File: config.mk
export PLATFORM = sky130hd
export DESIGN_NAME = pipe_ctrl
export DESIGN_NICKNAME = d
export VERILOG_FILES = /design/src/rtl/y86_pkg.sv /design/src/rtl/hazard_detect.sv /design/src/rtl/pipe_ctrl.sv
export SDC_FILE = /design/constraint.sdc
export NUM_CORES = 1
export LEC_CHECK = 0
export CORE_ASPECT_RATIO = 0.75
export CORE_MARGIN = 2
export CORE_UTILIZATION = 44
export CTS_BUF_LIST = sky130_fd_sc_hd__clkbuf_16
export CTS_CLUSTER_DIAMETER = 150
export DETAILED_ROUTE_END_ITERATION = 16
export HOLD_SLACK_MARGIN = 0.1
export PLACE_DENSITY_LB_ADDON = 0.2
export SLEW_MARGIN = 20
export SYNTH_ARGS = -nofsm -noshare
export SYNTH_HDL_FRONTEND = slang
export SYNTH_SLANG_ARGS = --single-unit
File: constraint.sdc
create_clock -name clk -period 3 [get_ports clk]
set_clock_uncertainty 0.05 [all_clocks]
set_input_delay 0.9 -clock clk [delete_from_list [all_inputs] [get_ports clk]]
set_output_delay 0.9 -clock clk [all_outputs]
set_load 0.01 [all_outputs]
File: src/rtl/y86_pkg.sv
// rtl/y86_pkg.sv - shared Y86 icode, status, register and control-state encodings
package y86_pkg;

  localparam logic [3:0] IJXX    = 4'h7;
  localparam logic [3:0] IMRMOVQ = 4'h5;
  localparam logic [3:0] IRET    = 4'h9;
  localparam logic [3:0] IPOPQ   = 4'hB;

  localparam logic [3:0] SAOK = 4'h1;
  localparam logic [3:0] SHLT = 4'h2;
  localparam logic [3:0] SADR = 4'h3;
  localparam logic [3:0] SINS = 4'h4;

  localparam logic [3:0] RNONE = 4'hF;

  typedef enum logic [1:0] {
    ST_RUN    = 2'b00,
    ST_DRAIN  = 2'b01,
    ST_HALTED = 2'b10,
    ST_FROZEN = 2'b11
  } ctrl_state_e;

  function automatic logic is_exc(input logic [3:0] s);
    return (s == SADR) || (s == SINS) || (s == SHLT);
  endfunction

endpackage

File: src/rtl/hazard_detect.sv
// rtl/hazard_detect.sv - combinational pipeline hazard and exception terms
module hazard_detect
  import y86_pkg::*;
(
  input  logic [3:0] D_icode_i,
  input  logic [3:0] d_srcA_i,
  input  logic [3:0] d_srcB_i,
  input  logic [3:0] E_icode_i,
  input  logic [3:0] E_dstM_i,
  input  logic       e_Cnd_i,
  input  logic [3:0] M_icode_i,
  input  logic [3:0] m_stat_i,
  input  logic [3:0] W_stat_i,
  output logic       load_use_o,
  output logic       ret_pend_o,
  output logic       mispred_o,
  output logic       m_exc_o,
  output logic       w_exc_o
);

  logic e_is_load;

  assign e_is_load  = (E_icode_i == IMRMOVQ) || (E_icode_i == IPOPQ);
  assign load_use_o = e_is_load && (E_dstM_i != RNONE) &&
                      ((E_dstM_i == d_srcA_i) || (E_dstM_i == d_srcB_i));
  assign ret_pend_o = (D_icode_i == IRET) || (E_icode_i == IRET) || (M_icode_i == IRET);
  assign mispred_o  = (E_icode_i == IJXX) && !e_Cnd_i;
  assign m_exc_o    = is_exc(m_stat_i);
  assign w_exc_o    = is_exc(W_stat_i);

endmodule

File: src/rtl/pipe_ctrl.sv
// rtl/pipe_ctrl.sv - pipeline stall/bubble control, run/drain/halt FSM and perf counters
module pipe_ctrl
  import y86_pkg::*;
#(
  parameter int CNT_W = 32
) (
  input  logic             clk,
  input  logic             rst,
  input  logic             run_en,
  input  logic [3:0]       D_icode,
  input  logic [3:0]       d_srcA,
  input  logic [3:0]       d_srcB,
  input  logic [3:0]       E_icode,
  input  logic [3:0]       E_dstM,
  input  logic             e_Cnd,
  input  logic [3:0]       M_icode,
  input  logic [3:0]       m_stat,
  input  logic [3:0]       W_stat,
  output logic             F_stall,
  output logic             D_stall,
  output logic             W_stall,
  output logic             D_bubble,
  output logic             E_bubble,
  output logic             M_bubble,
  output logic [1:0]       state,
  output logic [3:0]       halt_stat,
  output logic [CNT_W-1:0] cycle_cnt,
  output logic [CNT_W-1:0] stall_cnt,
  output logic [CNT_W-1:0] mispred_cnt
);

  logic load_use, ret_pend, mispred, m_exc, w_exc;
  ctrl_state_e state_q, state_d, ctrl_state;
  logic [3:0] halt_stat_q, halt_stat_d;
  logic [CNT_W-1:0] cycle_cnt_q, stall_cnt_q, mispred_cnt_q;
  logic active;

  hazard_detect u_hazard (
    .D_icode_i  (D_icode),
    .d_srcA_i   (d_srcA),
    .d_srcB_i   (d_srcB),
    .E_icode_i  (E_icode),
    .E_dstM_i   (E_dstM),
    .e_Cnd_i    (e_Cnd),
    .M_icode_i  (M_icode),
    .m_stat_i   (m_stat),
    .W_stat_i   (W_stat),
    .load_use_o (load_use),
    .ret_pend_o (ret_pend),
    .mispred_o  (mispred),
    .m_exc_o    (m_exc),
    .w_exc_o    (w_exc)
  );

  // Reset forces the RUN equations on the control outputs even while state_q is stale.
  assign ctrl_state = rst ? ST_RUN : state_q;

  always_comb begin
    F_stall  = load_use || ret_pend;
    D_stall  = load_use;
    D_bubble = mispred || (!load_use && ret_pend);
    E_bubble = mispred || load_use;
    M_bubble = m_exc || w_exc;
    W_stall  = w_exc;
    case (ctrl_state)
      ST_DRAIN: F_stall = 1'b1;
      ST_HALTED: begin
        F_stall  = 1'b1;
        D_stall  = 1'b1;
        W_stall  = 1'b1;
        D_bubble = 1'b0;
        E_bubble = 1'b0;
        M_bubble = 1'b1;
      end
      ST_FROZEN: begin
        F_stall  = 1'b1;
        D_stall  = 1'b1;
        W_stall  = 1'b1;
        D_bubble = 1'b0;
        E_bubble = 1'b0;
        M_bubble = 1'b0;
      end
      default: ;
    endcase
  end

  always_comb begin
    state_d     = state_q;
    halt_stat_d = halt_stat_q;
    case (state_q)
      ST_RUN: begin
        if (m_exc)        state_d = ST_DRAIN;
        else if (!run_en) state_d = ST_FROZEN;
      end
      ST_FROZEN: if (run_en) state_d = ST_RUN;
      ST_DRAIN: begin
        if (w_exc) begin
          state_d     = ST_HALTED;
          halt_stat_d = W_stat;
        end
      end
      default: ;
    endcase
  end

  assign active = (state_q == ST_RUN) || (state_q == ST_DRAIN);

  always_ff @(posedge clk) begin
    if (rst) begin
      state_q       <= ST_RUN;
      halt_stat_q   <= SAOK;
      cycle_cnt_q   <= '0;
      stall_cnt_q   <= '0;
      mispred_cnt_q <= '0;
    end else begin
      state_q     <= state_d;
      halt_stat_q <= halt_stat_d;
      if (state_q != ST_HALTED) cycle_cnt_q   <= cycle_cnt_q + CNT_W'(1);
      if (active && F_stall)    stall_cnt_q   <= stall_cnt_q + CNT_W'(1);
      if (active && mispred)    mispred_cnt_q <= mispred_cnt_q + CNT_W'(1);
    end
  end

  assign state       = state_q;
  assign halt_stat   = halt_stat_q;
  assign cycle_cnt   = cycle_cnt_q;
  assign stall_cnt   = stall_cnt_q;
  assign mispred_cnt = mispred_cnt_q;

endmodule
# ---- Yosys cells after proc, flatten, opt, wreduce, memory -nomap -nowiden
# Cells that the tools add are included.
dict set report word_totals {
  regBits 102
  in_bits 36
  output_inout_bits 108
  wordCells 71
}
dict set report op_classes {
  add_sub_neg 3
  n_eq_ne 24
  muxes 12
  n_reduce_logical 27
}
# cell count
set ops {}
lappend ops {{adder 32 x 1 -> 32 bit, second input constant} 3}
lappend ops {{equality test 4 x 2 -> 1 bit, second input constant} 4}
lappend ops {{equality test 4 x 3 -> 1 bit, second input constant} 4}
lappend ops {{equality test 4 bit, second input constant} 4}
lappend ops {{logical OR 1 bit} 13}
lappend ops {{2-to-1 mux 2 bit} 5}
lappend ops {{equality test 4 bit} 2}
lappend ops {{equality test 2 bit, second input constant} 3}
lappend ops {{logical AND 1 bit} 6}
lappend ops {{inequality test 2 bit, second input constant} 3}
lappend ops {{one-hot mux 2 bit (3 select lines)} 1}
lappend ops {{2-to-1 mux 1 bit} 5}
lappend ops {{equality test 2 x 1 -> 1 bit, second input constant} 2}
lappend ops {{inequality test 4 bit, second input constant} 1}
lappend ops {{AND reduction 4 bit} 1}
lappend ops {{inequality test 3 bit, second input constant} 1}
lappend ops {{nonzero test 3 bit} 1}
lappend ops {{OR reduction 3 bit} 1}
lappend ops {{logical NOT 1 bit} 2}
lappend ops {{logical NOT 2 bit} 1}
lappend ops {{one-hot mux 1 bit (2 select lines)} 1}
lappend ops {{AND reduction 2 bit} 1}
lappend ops {{OR reduction 2 bit} 1}

# ---- Longest topological paths before layout
dict set report depth {
  word_depth 8
  ltp_mapped 8
  ltp_nobuf 7
}

# ---- By module
# From an unflattened synthesis, not the netlist that was laid out.
dict set report unflattened {
  cells_unflattened 626
  area_unflattened_um2 5361.4
}
# module n_inst cells_per_inst area_each_um2 seq_area_each_um2
set modules_own_cells {}
lappend modules_own_cells {pipe_ctrl 1 599 5156.2 2042.0}
lappend modules_own_cells {hazard_detect 1 27 205.2 0.0}

# ---- Worst setup path before layout
# OpenSTA, ideal clock, no wires.
dict set report synth_timing {
  kind {input to output}
  startpoint {input port d_srcA[1]}
  endpoint {output port D_bubble}
  arrival_time_ns 2.065
  required_ns 2.050
  path_slack_ns -0.015
  path_stages 6
  n_path_buf 1
  path_cell_list {xor2_1 nor4_1 o2111ai_1 clkbuf_1 a21oi_1 nor2_1}
}
dict set report synth_via {
  elab_chain_len 7
}
# element line_no
set synth_rtl {}
lappend synth_rtl {{start: declaration} pipe_ctrl.sv:11} ;# input logic [3:0] d_srcA,
lappend synth_rtl {{equality test 4 bit} hazard_detect.sv:25} ;# ((E_dstM_i == d_srcA_i) || (E_dstM_i == d_srcB_i));
lappend synth_rtl {{logical OR 1 bit} hazard_detect.sv:25}
lappend synth_rtl {{logical AND 1 bit} hazard_detect.sv:24} ;# assign load_use_o = e_is_load && (E_dstM_i != RNONE) &&
lappend synth_rtl {{logical NOT 1 bit} pipe_ctrl.sv:61} ;# D_bubble = mispred || (!load_use && ret_pend);
lappend synth_rtl {{logical AND 1 bit} pipe_ctrl.sv:61}
lappend synth_rtl {{logical OR 1 bit} pipe_ctrl.sv:61}
lappend synth_rtl {{2-to-1 mux 1 bit} pipe_ctrl.sv:65} ;# case (ctrl_state)
lappend synth_rtl {{end: declaration} pipe_ctrl.sv:22} ;# output logic D_bubble,
# No other way between the ends.

# ---- Worst setup path after layout
dict set report layout_timing {
  startpoint {input port d_srcA[2]}
  endpoint {output port E_bubble}
}
dict set report layout_via {
  elab_chain_len 5
}
# element line_no
set layout_rtl {}
lappend layout_rtl {{equality test 4 bit} hazard_detect.sv:25}
lappend layout_rtl {{logical OR 1 bit} hazard_detect.sv:25}
lappend layout_rtl {{logical AND 1 bit} hazard_detect.sv:24}
lappend layout_rtl {{logical OR 1 bit} pipe_ctrl.sv:62} ;# E_bubble = mispred || load_use;
lappend layout_rtl {{2-to-1 mux 1 bit} pipe_ctrl.sv:65}
lappend layout_rtl {{end: declaration} pipe_ctrl.sv:23} ;# output logic E_bubble,
# No other way between the ends.

==> results.md <==
* Status: finished with violations
* Violations in the final reports: setup timing
* Maximum cell stage delay along the critical path at 0.34 ns
* Via count of the first global-routing pass at 5007
* Initial antenna violation count at 0
* Commonest cells after routing, fill and taps aside: sky130_fd_sc_hd__clkdlybuf4s50_1 (106), sky130_fd_sc_hd__dfxtp_1 (102), sky130_fd_sc_hd__nor2_1 (84)
* Number of synthesized register bits at 102
* Antenna Cells at 0
* Pwr dens at 438.9 nW/µm²
* CTS root buffer: sky130_fd_sc_hd__clkbuf_16
* I/O pin count at ~140
* Fmax achieved at 0.3239 GHz
* First-pass GRT wire length at about 24000 µm
* Max Buffers Root-to-Sink at 2
* Adder-cell share of the synthesized area at 1.639%
* Pin count of the biggest net entering global routing at 60
* Worst setup startpoint: d_srcA[2]
* Critical register-to-register path startpoint: state[0]
* Count of nets after finishing at around 850
* Number of placed cells counting well taps at 951
* Total standard cell area after synthesis at 5343 µm²
* Xor and xnor fraction of the mapped netlist area at roughly 7.5%
* Total die area at ~13000 µm²
* Number of iterations in the first detailed-routing pass at 4
* Element type at the critical path start: input pin
* Chip height at 99.43 µm
* Combinational family with the most area after synthesis: simple AND/OR/NAND/NOR gates
* Commonest register cell after synthesis: sky130_fd_sc_hd__dfxtp_1
* Site Rows at 34
* Number of cell instances on the worst register-to-register path at 7
* Area growth from synthesis to final layout at 41.03%
* Area fraction in compound gates after synthesis at 10.44%
* Total Routed Length at 14620 µm
* Clk slew on worst S/H paths at 0.07 ns
* Number of gates on the worst path with buffers counted at 7
* Slew Viols, Final at 0
* Final core area utilization at 64.41%
* Fin crit period at 3.088 ns
* Initial core utilization at 45.67%
* Final Wtd Congestion at 0.8093
* Buffers on Ports at 143
* Worst vdd rail ir drop at slightly above 300 µV
* Buffers and inverters on the worst path at 3
* Worst setup path category: in2out
* Critical path destination: E_bubble
* Setup Viol. Count Final at 4
* Die width at 131.2 µm
* Req. time, crit path at 2.05 ns
* Drt first-iter violations at 248
* Syn nets at about 700
* Routed WL per cell at 15.07 µm
* Grt ovf at 0
* Sequential-to-total area share from yosys stat at 38.22%
* Final clock period utilization by the worst path at 102.9%
* Biggest area consumer among synthesized cells: sky130_fd_sc_hd__dfxtp_1
* Basic-gate share of the synthesized area counting and, or, nand and nor cells at 31.45%
* WP data arrival at 2.14 ns
* Number of distinct standard cells referenced by the synthesized netlist at 49
* Standard cell core area at 11700 µm²
* Proportion of netlist area held by the largest area contributor at a little under two fifths
* Hold violation count in the final report at 0
* Via Count at between 5000 and 6000
* Number of nets with antenna violations after routing at 0
* Largest fanout of any net on the critical path at 4
* Count of mapped cells out of synthesis at roughly 650
* LEAKAGE at 2.714 nW
* Number of enable-type register cells in the synthesized netlist at 0
* Worst min path class: reg2reg
* GRT Resource Usage Total at 22.17%
* Clk sink count at 102
* Via/cell ratio at 5.456
* Post-layout worst setup margin at -0.08773 ns
* Most frequent CP cell: sky130_fd_sc_hd__buf_6
* Synthesized area per cell at 8.245 µm²
* Worst hold margin at 0.4282 ns
* Number of fillers in the final layout at roughly 1000
* Leading cell type in the layout, fill and taps excluded: sky130_fd_sc_hd__clkdlybuf4s50_1
* Cell type of the slowest stage on the worst timing path: sky130_fd_sc_hd__nor4_4
* Insertion delay of the later-clocked pin in the worst-skew pair at 0.34 ns
* Worst r2r dst: cycle_cnt[31]
* Sum of net half-perimeters after detailed placement at roughly 11000 µm
* Worst slew margin relative to its limit at 58.34%
* Multiplexer fraction of the synthesized cell area at 7.260%
* Gate family responsible for the most delay along the worst path: buffers and inverters
* Hold-fix buffer count after cts at 0
* Worst setup EP type: output port
* Ordered list of cells on the worst path: buf_6 -> xor2_2 -> nor4_4 -> o2111ai_4 -> buf_6 -> a21oi_2 -> buf_2
* Total DRC errors in the routed layout at 0
* Final standard cell count with taps included and fillers excluded at 970
* CTS H-tree depth at 3
* Max-capacitance violation count at 0
* Setup slack, reg-to-reg at 0.39 ns
* Number of synthesis warnings at 0
* Most area-consuming cells after synthesis: sky130_fd_sc_hd__dfxtp_1 (38%), sky130_fd_sc_hd__mux2_2 (6.3%), sky130_fd_sc_hd__nor2_1 (6.0%)
* Actual transition at the worst max-transition pin at ~0.6 ns
* Layout cell share with drive strength beyond 1 at ~17%
* Fraction of registers with async set or reset after synthesis at 0%
* TritonCTS buffer count at 9
* Unrepaired setup endpoints after global routing: true
* TritonCTS clock tree: yes
Yosys cell counts, types with 2 or more instances:
library cell	number
sky130_fd_sc_hd__buf_1	4
sky130_fd_sc_hd__buf_2	3
sky130_fd_sc_hd__o21ai_0	22
sky130_fd_sc_hd__nand4_1	32
sky130_fd_sc_hd__nor2b_1	29
sky130_fd_sc_hd__nor4bb_1	3
sky130_fd_sc_hd__nand3b_1	2
sky130_fd_sc_hd__mux2_2	30
sky130_fd_sc_hd__ha_1	7
sky130_fd_sc_hd__a21oi_1	57
sky130_fd_sc_hd__or4_1	5
sky130_fd_sc_hd__inv_1	17
sky130_fd_sc_hd__xor2_1	28
sky130_fd_sc_hd__nor3_1	8
sky130_fd_sc_hd__and4_1	12
sky130_fd_sc_hd__xnor2_1	18
sky130_fd_sc_hd__nand4b_1	3
sky130_fd_sc_hd__and3_1	13
sky130_fd_sc_hd__nor4_1	14
sky130_fd_sc_hd__dfxtp_1	102
sky130_fd_sc_hd__or3b_2	2
sky130_fd_sc_hd__nand2_1	37
sky130_fd_sc_hd__nand3_2	2
sky130_fd_sc_hd__a211oi_1	5
sky130_fd_sc_hd__nand2b_1	5
sky130_fd_sc_hd__or2_2	3
sky130_fd_sc_hd__clkbuf_1	24
sky130_fd_sc_hd__or3_1	16
sky130_fd_sc_hd__mux2i_1	5
sky130_fd_sc_hd__nor2_1	86
sky130_fd_sc_hd__nand3_1	28
sky130_fd_sc_hd__and2_1	5
sky130_fd_sc_hd__o31ai_1	5
report_power, final:
part / leakage [nW] / switching, W / internal [W]
sequential: 0.823 / 0.0000573 / 0.00139
combinational: 1.73 / 0.000325 / 0.000271
clock: 0.160 / 0.000527 / 0.000736
total: 2.71 / 0.000909 / 0.00240
logic make-up (layout without fill, tap and decap cells):
logic type      Yosys count  after routing
flops                   102            102
xor+xnor                 46             46
compound gates           99             99
fa+ha+maj                 7              7
buf+inv                  48            208
mux                      35             35
simple gates            311            311
flip-flops by register name, indices dropped and copies added, names as in the netlist:
register	count
cycle_cnt	32
halt_stat	4
mispred_cnt	32
stall_cnt	32
state	2
worst min-delay path by stage:
stage | from | to | slack, ns | cells past startpoint
finish | halt_stat[3] | halt_stat[3] | 0.43 | 1
global route | halt_stat[3] | halt_stat[3] | 0.44 | 1
CTS | halt_stat[3] | halt_stat[3] | 0.43 | 1
detailed placement | halt_stat[0] | halt_stat[0] | 0.41 | 2
global placement | cycle_cnt[31] | cycle_cnt[31] | 0.41 | 2
floorplan | cycle_cnt[31] | cycle_cnt[31] | 0.45 | 2
through the flow:
step	setup slack (ns)	power (W)	cell area [µm²]	setup TNS, ns
floorplan	0.003634	0.001774	5353	0
global placement	-0.8615	0.002037	7088	-9.110
detailed placement	-0.9125	0.002063	7088	-11.74
CTS	-0.08759	0.003324	7502	-0.1864
global route	-0.1316	0.003464	7535	-0.4257
finish	-0.08773	0.003307	7535	-0.1903
worst register-to-register path, cell delays in order (launching register included):
cell	delay (ns)
sky130_fd_sc_hd__dfxtp_1	0.46
sky130_fd_sc_hd__inv_1	0.12
sky130_fd_sc_hd__ha_1	0.29
sky130_fd_sc_hd__and3b_1	0.30
sky130_fd_sc_hd__nand3_2	0.22
sky130_fd_sc_hd__or4_4	0.51
sky130_fd_sc_hd__or4_1	0.41
sky130_fd_sc_hd__a21oi_1	0.18
layout make-up:
class,count,area [µm²],area share (%)
Tap cell,162,202.7,2.690
Timing Repair Buffer,175,1592,21.12
Clock inverter,7,96.34,1.279
Inverter,17,63.81,0.8469
Multi-Input combinational cell,498,3313,43.97
Clock buffer,9,225.2,2.989
Sequential cell,102,2042,27.10
repair_timing:
item	CTS	global route
setup endpoints to repair	7	6
setup buffers	4	0
pin swaps	27	11
gates resized for setup	128	16
per-layer routing:
layer / track usage, % / vias up / routed length (µm)
met1: 29.05 / 2523 / 6758
li1: - / 2615 / -
met4: 5.686 / 0 / 170
met5: 0 / - / 0
met2: 37.53 / 139 / 6910
met3: 4.893 / 15 / 779
Power figures use the tool's default switching activity.
